<file path="src/rtl/lsu_pkg.sv">
// Shared types and helpers for the pipelined MIPS load/store unit.
package lsu_pkg;

   typedef enum logic [3:0] {
      OP_LB  = 4'd0,
      OP_LBU = 4'd1,
      OP_LH  = 4'd2,
      OP_LHU = 4'd3,
      OP_LW  = 4'd4,
      OP_SB  = 4'd5,
      OP_SH  = 4'd6,
      OP_SW  = 4'd7
   } lsu_op_t;

   localparam logic [4:0] EXC_ADEL = 5'd4;
   localparam logic [4:0] EXC_ADES = 5'd5;

   // Widest destination-register index the tracking queue can carry.
   // REG_ADDR_W of lsu_pipe must not exceed this.
   localparam int WD_MAX_W = 8;

   typedef struct packed {
      lsu_op_t             op;
      logic [WD_MAX_W-1:0] wd;
      logic [1:0]          off;       // byte offset, selects the load lane
      logic [31:0]         pc;
      logic                is_store;
      logic                squash;    // set by flush: drop the writeback
   } lsu_entry_t;

   function automatic logic op_is_store(input lsu_op_t op);
      return (op == OP_SB) || (op == OP_SH) || (op == OP_SW);
   endfunction

   // Bus size code: 0 = byte, 1 = half, 2 = word.
   function automatic logic [1:0] op_size(input lsu_op_t op);
      case (op)
         OP_LB, OP_LBU, OP_SB: return 2'd0;
         OP_LH, OP_LHU, OP_SH: return 2'd1;
         default:              return 2'd2;
      endcase
   endfunction

   function automatic logic op_misaligned(input lsu_op_t op, input logic [1:0] a);
      case (op)
         OP_LH, OP_LHU, OP_SH: return a[0];
         OP_LW, OP_SW:         return |a;
         default:              return 1'b0;
      endcase
   endfunction

   // Replicate the store operand across every lane it could land in.
   function automatic logic [31:0] store_lanes(input lsu_op_t op, input logic [31:0] d);
      case (op)
         OP_SB:   return {4{d[7:0]}};
         OP_SH:   return {2{d[15:0]}};
         default: return d;
      endcase
   endfunction

   // Pick the addressed lane out of the returned word and extend it.
   function automatic logic [31:0] load_extract(input lsu_op_t op, input logic [1:0] off,
                                                input logic [31:0] rdata);
      logic [7:0]  b;
      logic [15:0] h;
      case (off)
         2'd0:    b = rdata[7:0];
         2'd1:    b = rdata[15:8];
         2'd2:    b = rdata[23:16];
         default: b = rdata[31:24];
      endcase
      h = off[1] ? rdata[31:16] : rdata[15:0];
      case (op)
         OP_LB:   return {{24{b[7]}}, b};
         OP_LBU:  return {24'h0, b};
         OP_LH:   return {{16{h[15]}}, h};
         OP_LHU:  return {16'h0, h};
         default: return rdata;
      endcase
   endfunction

endpackage

</file>
<file path="src/rtl/lsu_if.sv">
// Pipeline request, data bus, writeback and exception signals of the LSU.
// slave: the LSU itself. master: the surrounding pipeline and memory.
interface lsu_if #(parameter int REG_ADDR_W = 5);
   import lsu_pkg::*;

   logic                  req_valid;
   logic                  req_ready;
   lsu_op_t               req_op;
   logic [31:0]           req_addr;
   logic [31:0]           req_wdata;
   logic [REG_ADDR_W-1:0] req_wd;
   logic [31:0]           req_pc;
   logic                  flush;

   logic                  data_req;
   logic                  data_wr;
   logic [1:0]            data_size;
   logic [31:0]           data_addr;
   logic [31:0]           data_wdata;
   logic [31:0]           data_rdata;
   logic                  data_addr_ok;
   logic                  data_data_ok;

   logic                  wb_valid;
   logic [REG_ADDR_W-1:0] wb_wd;
   logic [31:0]           wb_data;
   logic [31:0]           wb_pc;

   logic                  exc_valid;
   logic [4:0]            exc_code;
   logic [31:0]           exc_badvaddr;
   logic [31:0]           exc_pc;

   logic                  busy;

   modport slave (
      input  req_valid, req_op, req_addr, req_wdata, req_wd, req_pc, flush,
      input  data_rdata, data_addr_ok, data_data_ok,
      output req_ready, data_req, data_wr, data_size, data_addr, data_wdata,
      output wb_valid, wb_wd, wb_data, wb_pc,
      output exc_valid, exc_code, exc_badvaddr, exc_pc, busy
   );

   modport master (
      output req_valid, req_op, req_addr, req_wdata, req_wd, req_pc, flush,
      output data_rdata, data_addr_ok, data_data_ok,
      input  req_ready, data_req, data_wr, data_size, data_addr, data_wdata,
      input  wb_valid, wb_wd, wb_data, wb_pc,
      input  exc_valid, exc_code, exc_badvaddr, exc_pc, busy
   );

endinterface

</file>
<file path="src/rtl/lsu_fifo.sv">
// Tracking queue of outstanding bus transactions, oldest at the head.
// squash_all marks every queued entry so its load result is discarded.
module lsu_fifo
   import lsu_pkg::*;
#(
   parameter  int DEPTH = 2,
   localparam int CNT_W = $clog2(DEPTH + 1)
) (
   input  logic             clk,
   input  logic             rst,
   input  logic             push,
   input  lsu_entry_t       push_entry,
   input  logic             pop,
   input  logic             squash_all,
   output lsu_entry_t       head,
   output logic             full,
   output logic             empty,
   output logic [CNT_W-1:0] count
);

   localparam int PTR_W = (DEPTH > 1) ? $clog2(DEPTH) : 1;

   lsu_entry_t       mem [DEPTH];
   logic [PTR_W-1:0] wr_ptr;
   logic [PTR_W-1:0] rd_ptr;
   logic             do_push;
   logic             do_pop;

   function automatic logic [PTR_W-1:0] next_ptr(input logic [PTR_W-1:0] p);
      return (p == PTR_W'(DEPTH - 1)) ? '0 : p + 1'b1;
   endfunction

   assign full    = (count == CNT_W'(DEPTH));
   assign empty   = (count == '0);
   assign do_push = push && !full;
   assign do_pop  = pop && !empty;
   assign head    = mem[rd_ptr];

   // Entry storage; squash is set on all slots, harmless for empty ones
   // because a push overwrites the whole entry.
   // NOTE: storage has no reset; count and pointers alone define validity.
   always_ff @(posedge clk) begin
      if (squash_all) begin
         for (int i = 0; i < DEPTH; i++) mem[i].squash <= 1'b1;
      end
      if (do_push) mem[wr_ptr] <= push_entry;
   end

   // Pointers and occupancy; a simultaneous push and pop leaves count unchanged.
   // NOTE: non-blocking assignments so every register samples pre-edge values.
   always_ff @(posedge clk or posedge rst) begin
      if (rst) begin
         wr_ptr <= '0;
         rd_ptr <= '0;
         count  <= '0;
      end else begin
         if (do_push) wr_ptr <= next_ptr(wr_ptr);
         if (do_pop)  rd_ptr <= next_ptr(rd_ptr);
         case ({do_push, do_pop})
            2'b10:   count <= count + 1'b1;
            2'b01:   count <= count - 1'b1;
            default: count <= count;
         endcase
      end
   end

endmodule

</file>
<file path="src/rtl/lsu_pipe.sv">
// MEM-stage load/store unit with up to DEPTH bus transactions in flight.
// Misaligned ops raise AdEL/AdES without touching the bus; loads return an
// aligned, extended result one cycle after data_ok.
module lsu_pipe
   import lsu_pkg::*;
#(
   parameter int DEPTH      = 2,
   parameter int REG_ADDR_W = 5
) (
   input logic clk,
   input logic rst,
   lsu_if.slave bus
);

   localparam int CNT_W = $clog2(DEPTH + 1);

   logic             misaligned;
   logic             full;
   logic             empty;
   logic             fire;
   logic             pop;
   logic             wb_fire;
   logic             exc_fire;
   lsu_entry_t       push_entry;
   lsu_entry_t       head;
   logic [CNT_W-1:0] unused_count;
   logic             unused_wd;

   assign misaligned = op_misaligned(bus.req_op, bus.req_addr[1:0]);

   // Bus side is purely combinational from the held request.
   assign bus.data_req   = bus.req_valid && !misaligned && !full && !bus.flush;
   assign bus.data_wr    = op_is_store(bus.req_op);
   assign bus.data_size  = op_size(bus.req_op);
   assign bus.data_addr  = bus.req_addr;
   assign bus.data_wdata = store_lanes(bus.req_op, bus.req_wdata);

   assign fire          = bus.data_req && bus.data_addr_ok;
   assign bus.req_ready = bus.req_valid && (bus.flush || misaligned || fire);
   assign pop           = bus.data_data_ok && !empty;
   assign bus.busy      = !empty;

   // A flushed head never writes back, even when its data arrives with the flush.
   assign wb_fire = pop && !head.is_store && !head.squash && !bus.flush;

   // A flushed instruction is discarded, so it cannot fault either.
   assign exc_fire = bus.req_valid && misaligned && !bus.flush;

   // Tracking record for the op being issued this cycle.
   // NOTE: every field assigned on every pass, so no latch is inferred.
   always_comb begin
      push_entry          = '0;
      push_entry.op       = bus.req_op;
      push_entry.wd       = WD_MAX_W'(bus.req_wd);
      push_entry.off      = bus.req_addr[1:0];
      push_entry.pc       = bus.req_pc;
      push_entry.is_store = op_is_store(bus.req_op);
      push_entry.squash   = 1'b0;
   end

   lsu_fifo #(.DEPTH(DEPTH)) u_fifo (
      .clk        (clk),
      .rst        (rst),
      .push       (fire),
      .push_entry (push_entry),
      .pop        (pop),
      .squash_all (bus.flush),
      .head       (head),
      .full       (full),
      .empty      (empty),
      .count      (unused_count)
   );

   // Only the low REG_ADDR_W bits of the stored destination are meaningful.
   assign unused_wd = ^head.wd;

   // Registered load writeback; payload holds its last value between pulses.
   always_ff @(posedge clk or posedge rst) begin
      if (rst) begin
         bus.wb_valid <= 1'b0;
         bus.wb_wd    <= '0;
         bus.wb_data  <= '0;
         bus.wb_pc    <= '0;
      end else begin
         bus.wb_valid <= wb_fire;
         if (wb_fire) begin
            bus.wb_wd   <= head.wd[REG_ADDR_W-1:0];
            bus.wb_data <= load_extract(head.op, head.off, bus.data_rdata);
            bus.wb_pc   <= head.pc;
         end
      end
   end

   // Registered address-error report for misaligned requests.
   always_ff @(posedge clk or posedge rst) begin
      if (rst) begin
         bus.exc_valid    <= 1'b0;
         bus.exc_code     <= '0;
         bus.exc_badvaddr <= '0;
         bus.exc_pc       <= '0;
      end else begin
         bus.exc_valid <= exc_fire;
         if (exc_fire) begin
            bus.exc_code     <= op_is_store(bus.req_op) ? EXC_ADES : EXC_ADEL;
            bus.exc_badvaddr <= bus.req_addr;
            bus.exc_pc       <= bus.req_pc;
         end
      end
   end

endmodule

</file>
<file path="src/flat_wrapper.sv">
// flat-port wrapper written by rule: the top's interface ports become plain ports
module lsu_pipe_flat import lsu_pkg::*;
#(
   parameter int DEPTH      = 2,
   parameter int REG_ADDR_W = 5
)
  (clk, rst, bus_req_valid, bus_req_op, bus_req_addr, bus_req_wdata, bus_req_wd, bus_req_pc, bus_flush, bus_data_rdata, bus_data_addr_ok, bus_data_data_ok, bus_req_ready, bus_data_req, bus_data_wr, bus_data_size, bus_data_addr, bus_data_wdata, bus_wb_valid, bus_wb_wd, bus_wb_data, bus_wb_pc, bus_exc_valid, bus_exc_code, bus_exc_badvaddr, bus_exc_pc, bus_busy);
  lsu_if #(.REG_ADDR_W(REG_ADDR_W)) bus_i ();
  input logic clk;
  input logic rst;
  input wire logic [$bits(bus_i.req_valid)-1:0] bus_req_valid;
  input wire logic [$bits(bus_i.req_op)-1:0] bus_req_op;
  input wire logic [$bits(bus_i.req_addr)-1:0] bus_req_addr;
  input wire logic [$bits(bus_i.req_wdata)-1:0] bus_req_wdata;
  input wire logic [$bits(bus_i.req_wd)-1:0] bus_req_wd;
  input wire logic [$bits(bus_i.req_pc)-1:0] bus_req_pc;
  input wire logic [$bits(bus_i.flush)-1:0] bus_flush;
  input wire logic [$bits(bus_i.data_rdata)-1:0] bus_data_rdata;
  input wire logic [$bits(bus_i.data_addr_ok)-1:0] bus_data_addr_ok;
  input wire logic [$bits(bus_i.data_data_ok)-1:0] bus_data_data_ok;
  output wire logic [$bits(bus_i.req_ready)-1:0] bus_req_ready;
  output wire logic [$bits(bus_i.data_req)-1:0] bus_data_req;
  output wire logic [$bits(bus_i.data_wr)-1:0] bus_data_wr;
  output wire logic [$bits(bus_i.data_size)-1:0] bus_data_size;
  output wire logic [$bits(bus_i.data_addr)-1:0] bus_data_addr;
  output wire logic [$bits(bus_i.data_wdata)-1:0] bus_data_wdata;
  output wire logic [$bits(bus_i.wb_valid)-1:0] bus_wb_valid;
  output wire logic [$bits(bus_i.wb_wd)-1:0] bus_wb_wd;
  output wire logic [$bits(bus_i.wb_data)-1:0] bus_wb_data;
  output wire logic [$bits(bus_i.wb_pc)-1:0] bus_wb_pc;
  output wire logic [$bits(bus_i.exc_valid)-1:0] bus_exc_valid;
  output wire logic [$bits(bus_i.exc_code)-1:0] bus_exc_code;
  output wire logic [$bits(bus_i.exc_badvaddr)-1:0] bus_exc_badvaddr;
  output wire logic [$bits(bus_i.exc_pc)-1:0] bus_exc_pc;
  output wire logic [$bits(bus_i.busy)-1:0] bus_busy;
  assign bus_i.req_valid = bus_req_valid;
  assign bus_i.req_op = bus_req_op;
  assign bus_i.req_addr = bus_req_addr;
  assign bus_i.req_wdata = bus_req_wdata;
  assign bus_i.req_wd = bus_req_wd;
  assign bus_i.req_pc = bus_req_pc;
  assign bus_i.flush = bus_flush;
  assign bus_i.data_rdata = bus_data_rdata;
  assign bus_i.data_addr_ok = bus_data_addr_ok;
  assign bus_i.data_data_ok = bus_data_data_ok;
  assign bus_req_ready = bus_i.req_ready;
  assign bus_data_req = bus_i.data_req;
  assign bus_data_wr = bus_i.data_wr;
  assign bus_data_size = bus_i.data_size;
  assign bus_data_addr = bus_i.data_addr;
  assign bus_data_wdata = bus_i.data_wdata;
  assign bus_wb_valid = bus_i.wb_valid;
  assign bus_wb_wd = bus_i.wb_wd;
  assign bus_wb_data = bus_i.wb_data;
  assign bus_wb_pc = bus_i.wb_pc;
  assign bus_exc_valid = bus_i.exc_valid;
  assign bus_exc_code = bus_i.exc_code;
  assign bus_exc_badvaddr = bus_i.exc_badvaddr;
  assign bus_exc_pc = bus_i.exc_pc;
  assign bus_busy = bus_i.busy;
  lsu_pipe #(.DEPTH(DEPTH), .REG_ADDR_W(REG_ADDR_W)) u_core (.clk(clk), .rst(rst), .bus(bus_i));
endmodule
</file>
<file path="config.mk">
export PLATFORM = sky130hd
export DESIGN_NAME = lsu_pipe_flat
export DESIGN_NICKNAME = d
export VERILOG_FILES = /design/src/rtl/lsu_pkg.sv /design/src/rtl/lsu_if.sv /design/src/rtl/lsu_fifo.sv /design/src/rtl/lsu_pipe.sv /design/src/flat_wrapper.sv
export SDC_FILE = /design/constraint.sdc
export NUM_CORES = 1
export LEC_CHECK = 0
export BUFFER_PORTS_ARGS = -buffer_cell sky130_fd_sc_hd__clkbuf_2
export CORE_MARGIN = 1
export CORE_UTILIZATION = 35
export DETAILED_ROUTE_END_ITERATION = 8
export MAX_ROUTING_LAYER = met4
export SLEW_MARGIN = 20
export SYNTH_ARGS = -nofsm -noshare
export SYNTH_HDL_FRONTEND = slang
export SYNTH_HIERARCHICAL = 1
export SYNTH_SLANG_ARGS = --single-unit
</file>
<file path="constraint.sdc">
create_clock -name clk -period 4 [get_ports clk]
set_input_delay 0.6 -clock clk [delete_from_list [all_inputs] [get_ports clk]]
set_output_delay 0.6 -clock clk [all_outputs]
set_load 0.01 [all_outputs]
</file>
## After elaboration in Yosys (flattened, before gate mapping)

Memory sizes are Yosys's and may differ from the RTL's.
Cells that the tools add are included.

| cells by class | value |
|---|---|
| add/subtract/negate cells | 4 |
| equal/unequal tests | 15 |
| multiplexer cells | 17 |
| reduce and logical (&&, ||, !) cells | 33 |

Operators with widths:

| cell | number |
|---|---|
| 32-bit case mux with 4 select lines | 1 |
| 32-bit case mux with 2 select lines | 1 |
| 45-bit 2-to-1 mux | 1 |
| 45-bit OR reduction | 1 |
| 8-bit case mux with 3 select lines | 1 |
| 4-bit by 2-bit == test with 1-bit output, second input constant | 4 |
| 4-bit by 3-bit == test with 1-bit output, second input constant | 4 |
| 16-bit 2-to-1 mux | 1 |
| 1-bit logical AND | 13 |
| 4-bit by 1-bit == test with 1-bit output, second input constant | 2 |
| 4-bit zero test | 2 |
| 1-bit 2-to-1 mux | 8 |
| 2-bit case mux with 2 select lines | 2 |
| 2-bit == test, second input constant | 3 |
| 1-bit zero test | 6 |
| 3-bit OR reduction | 2 |
| 2-bit by 1-bit == test with 1-bit output, second input constant | 2 |
| 2-bit zero test | 2 |
| 1-bit logical OR | 4 |
| 2-bit OR reduction | 2 |
| 1-bit adder, second input constant | 2 |
| 2-bit by 1-bit adder with 2-bit output, second input constant | 1 |
| 2-bit 2-to-1 mux | 1 |
| 1-bit case mux with 2 select lines | 1 |
| 2 further kinds | 2 |

| storage, ports and cells | value |
|---|---|
| register bits after elaboration | 144 |
| bits in writable memories | 90 |
| input port bits | 143 |
| memories kept | 1 |

Memories:

| name | depth | width | rd ports | clocked after Yosys merged registers in | wr ports | line | RTL |
|---|---|---|---|---|---|---|---|
| u_core.u_fifo.mem | 2 | 45 | 1 | 0 | 2 | lsu_fifo.sv:23 | `lsu_entry_t mem [DEPTH];` |

## Longest topological paths before layout

| depth | value |
|---|---|
| word-level depth | 13 |
| mapped depth | 9 |

## Cells and area by module

The synthesis kept the hierarchy.

Modules (own cells, without submodules):

| module | instances | cells each | area each (um^2) |
|---|---|---|---|
| lsu_pipe | 1 | 605 | 6388.6 |
| lsu_fifo | 1 | 174 | 3733.6 |

## Worst setup path after synthesis

OpenSTA, ideal clock, no wires.

| timing | value |
|---|---|
| kind | in2reg |
| start point | input bus_req_op[2] |
| end point | memory u_core/u_fifo/mem[1][10] (netlist bit), enable pin |
| library setup time | 0.411 ns |
| arrival | 2.671 ns |
| required time | 3.589 ns |
| slack | 0.918 ns |
| stages | 5 |
| path buffers | 0 |
| cells stage by stage | nor2b_1 -> o21ai_1 -> a21oi_1 -> nor4b_1 -> and3_1 |

RTL lines:

| item | line | RTL |
|---|---|---|
| from (decl) | flat_wrapper.sv:12 | `input wire logic [$bits(bus_i.req_op)-1:0] bus_req_op;` |
| to (decl) | lsu_fifo.sv:23 |  |

## Final worst setup path

| timing | value |
|---|---|
| start point | input bus_req_op[3] |
| end point | output bus_data_wdata[23] |

| on the way | value |
|---|---|
| word-level cells in the longest chain between the ends | 2 |
| elaborated cells between the ends (all ways) | 3 |
| classes of those cells | eq/ne (2); mux (1) |

RTL lines:

| item | line | RTL |
|---|---|---|
| 4-bit by 3-bit == test with 1-bit output | lsu_pkg.sv:54 | `case (op)` |
| 32-bit case mux with 2 select lines * | lsu_pkg.sv:54 |  |
| to (decl) | flat_wrapper.sv:26 | `output wire logic [$bits(bus_i.data_wdata)-1:0] bus_data_wdata;` |

Every way passes the cells marked *; elsewhere a longest branch is shown, timed or not.

==> out/metrics.yaml <==
r2r.worst_path.cells: 6
fp.dieArea_mm2: 0.0290
pwr-share-clk_pct: 31.6
dp_cells: 1433
r2r-end: "u_core/bus.wb_pc[5]"
worstMarginPinSlew_ns: 0.971
combPwrFrac_pct: 26.9
via_per_inst: 4.67
p_leak_nw: 6.01
syn_avg_cell_area_um2: 12.9
grt_max_degree: 76
io_pins: 353
seqPwrFrac_pct: 41.4
critical_path_class: "input port to output port"
grt_pass1_wl_um: 40100
setup-tns-final_ns: 0
power_density_mw_per_mm2: 637
rsz0062_at_grt: "no"
nets: 1229
first_pass_iters: 4
crit_buf_inv: 3
post-cts-setup-buffer-count: 0
setup_viol: 0
slowest_delay_ns: 0.60
layout-drive-gt1-share_pct: 47.4
critPathLaunchType: "input port"
hold_start: "bus_req_wd[4]"
instances_no_fill: 1484
cts-buffers-inserted: 27
crit_family: "simple AND/OR/NAND/NOR gates"
cp.required_ns: 3.40
die_w_um: 170
syn_inst: 770
cts.clk_slew.worst_paths_ns: 0.06
wire_per_inst_um: 18.2
min_period_over_period_pct: 76.7
p_sw_share_pct: 30.2
cts_tree: "built"
grt_usage_pct: 18.8
rows: 61
final_core_util_pct: 45.7
hold_violations: 0
reg2reg_from: "u_core/u_fifo/rd_ptr"
tritoncts_num_sinks: 231
die_h_um: 170
vias: 6934
antenna_found_initial: 1
critical_path.slowest_cell: "nor2_2"
min_period_ns: 3.07
synth_warnings: 6
cts_root_buffer: "clkbuf_16"
clock_path_buffers: 3
syn-cell-area_mm2: 0.00991
cts_htree_levels: 1
outcome: "finished clean"
portBuffers: 349
drc: 0
hpwl_um: 19800
max-vdd-ir-drop_v: 0.000276
fmax_ghz: 0.326
drv_slew: 0
crit_arrival_ns: 2.47
cp-end-kind: "output port"
critPathMostFrequentCell: "clkbuf_2"
r2r_slack_ns: 1.12
holdPathEnd: "u_core/u_fifo/mem[1][40]"
switchingPower_mw: 2.44
drtAntennaViolNets: 0
gr-total-overflow: 0
floorplan.core_area_mm2: 0.0278
hold_depth: 1
grt_pass1_vias: 6935
maxCapViolations: 0
slew_headroom_pct: 35.1
insertion_delay_ns: 0.52
place_congestion: 0.780
finalWirelength_um: 27000
path_cells: "clkbuf_2, nand2b_1, nor3b_4, buf_4, nor2_2, mux2_2, clkbuf_2"
crit_fanout: 17
drtIter0Drc: 372
area_growth_pct: 28.2
hp-class: "input port to flip-flop"
p_int_mw: 5.65
finalClockSkew_ns: 0.00792
start_util_pct: 35.7
## stage by stage
| stage | area (µm²) | hold WS [ns] | setup slack, ns | power, mW |
|---|---|---|---|---|
| final | 12700 | 0.279 | 0.932 | 8.10 |
| after floorplan | 9920 | 0.366 | 0.990 | 4.69 |
| after global routing | 12700 | 0.265 | 0.783 | 8.54 |
| after global placement | 11800 | 0.456 | 0.940 | 5.56 |
| after detailed placement | 11800 | 0.461 | 0.899 | 5.61 |
| after CTS | 12700 | 0.267 | 0.896 | 8.21 |
## power groups by stage
stage / registers, mW / clock network (mW) / logic (mW)
finish: 3.36 / 2.56 / 2.18
floorplan: 3.58 / 0 / 1.12
global placement: 3.38 / 0 / 2.19
CTS: 3.36 / 2.62 / 2.22
detailed placement: 3.40 / 0 / 2.21
global route: 3.43 / 2.71 / 2.40
## flip-flops by register name, indices dropped and copies added (netlist names)
signal	count
u_core/bus.wb_data	32
u_core/bus.wb_pc	32
u_core/u_fifo/count	2
u_core/bus.exc_badvaddr	32
u_core/u_fifo/wr_ptr	1
u_core/bus.exc_code	2
u_core/bus.wb_valid	1
u_core/u_fifo/rd_ptr	1
u_core/bus.exc_pc	32
u_core/u_fifo/mem	90
u_core/bus.wb_wd	5
u_core/bus.exc_valid	1
## final cells by class
class,count,area (µm²)
Inverter,13,52.6
Clock inverter,15,196
Sequential cell,231,6210
Fill cell,2631,15100
Clock buffer,34,742
Timing Repair Buffer,363,1890
Multi-Input combinational cell,449,3130
Tap cell,378,473
Antenna cell,1,2.50
## routing by layer
metal,track usage [%],wire [µm],up-vias
met5,-,0,-
li1,-,-,3264
met3,3.79,1850,28
met4,4.47,446,0
met1,20.7,10200,3368
met2,34.7,14500,274
## timing repair
action,CTS,global route
gates resized for setup,0,0
hold buffers,1,0
setup endpoints to repair,0,0
hold endpoints to repair,4,0
## worst register-to-register path, delay by kind of cell, from the launching register on
kind	cells	cell delay (ns)
flip-flops	1	0.62
AND/OR/NAND/NOR	3	0.82
buffers and inverters	2	1.04
multiplexers	1	0.34
## layout by cell type, fill, tap and decap left out, types with 3 or more instances in the layout
master	instances
buf_12	3
nand2b_1	4
bufinv_16	5
nor2b_1	6
nand2_1	140
buf_4	10
xnor2_1	4
a22o_1	9
a31oi_1	7
dfrtp_1	140
clkbuf_1	3
mux2_2	90
a21oi_1	31
o21ai_0	12
mux2_1	28
clkbuf_2	349
clkinv_2	4
nand3b_1	8
edfxtp_1	88
nor2_1	39
conb_1	4
a31o_2	5
inv_1	10
clkbuf_8	4
clkinv_1	5
mux2_4	10
a21o_1	9
clkbuf_16	27
nand3_1	11
## worst max path at each step
stage	startpoint	to	slack (ns)	cells after the start
after floorplan	bus_req_op[2]	u_core/u_fifo/mem[1][10]	0.99	5
after global placement	bus_req_op[3]	bus_data_wdata[23]	0.94	7
after detailed placement	bus_req_op[3]	bus_data_wdata[23]	0.90	7
after CTS	bus_req_op[3]	bus_data_wdata[23]	0.90	7
after global routing	bus_req_op[3]	bus_data_wdata[23]	0.78	7
final	bus_req_op[3]	bus_data_wdata[23]	0.93	7
(Power assumes the default switching activity.)
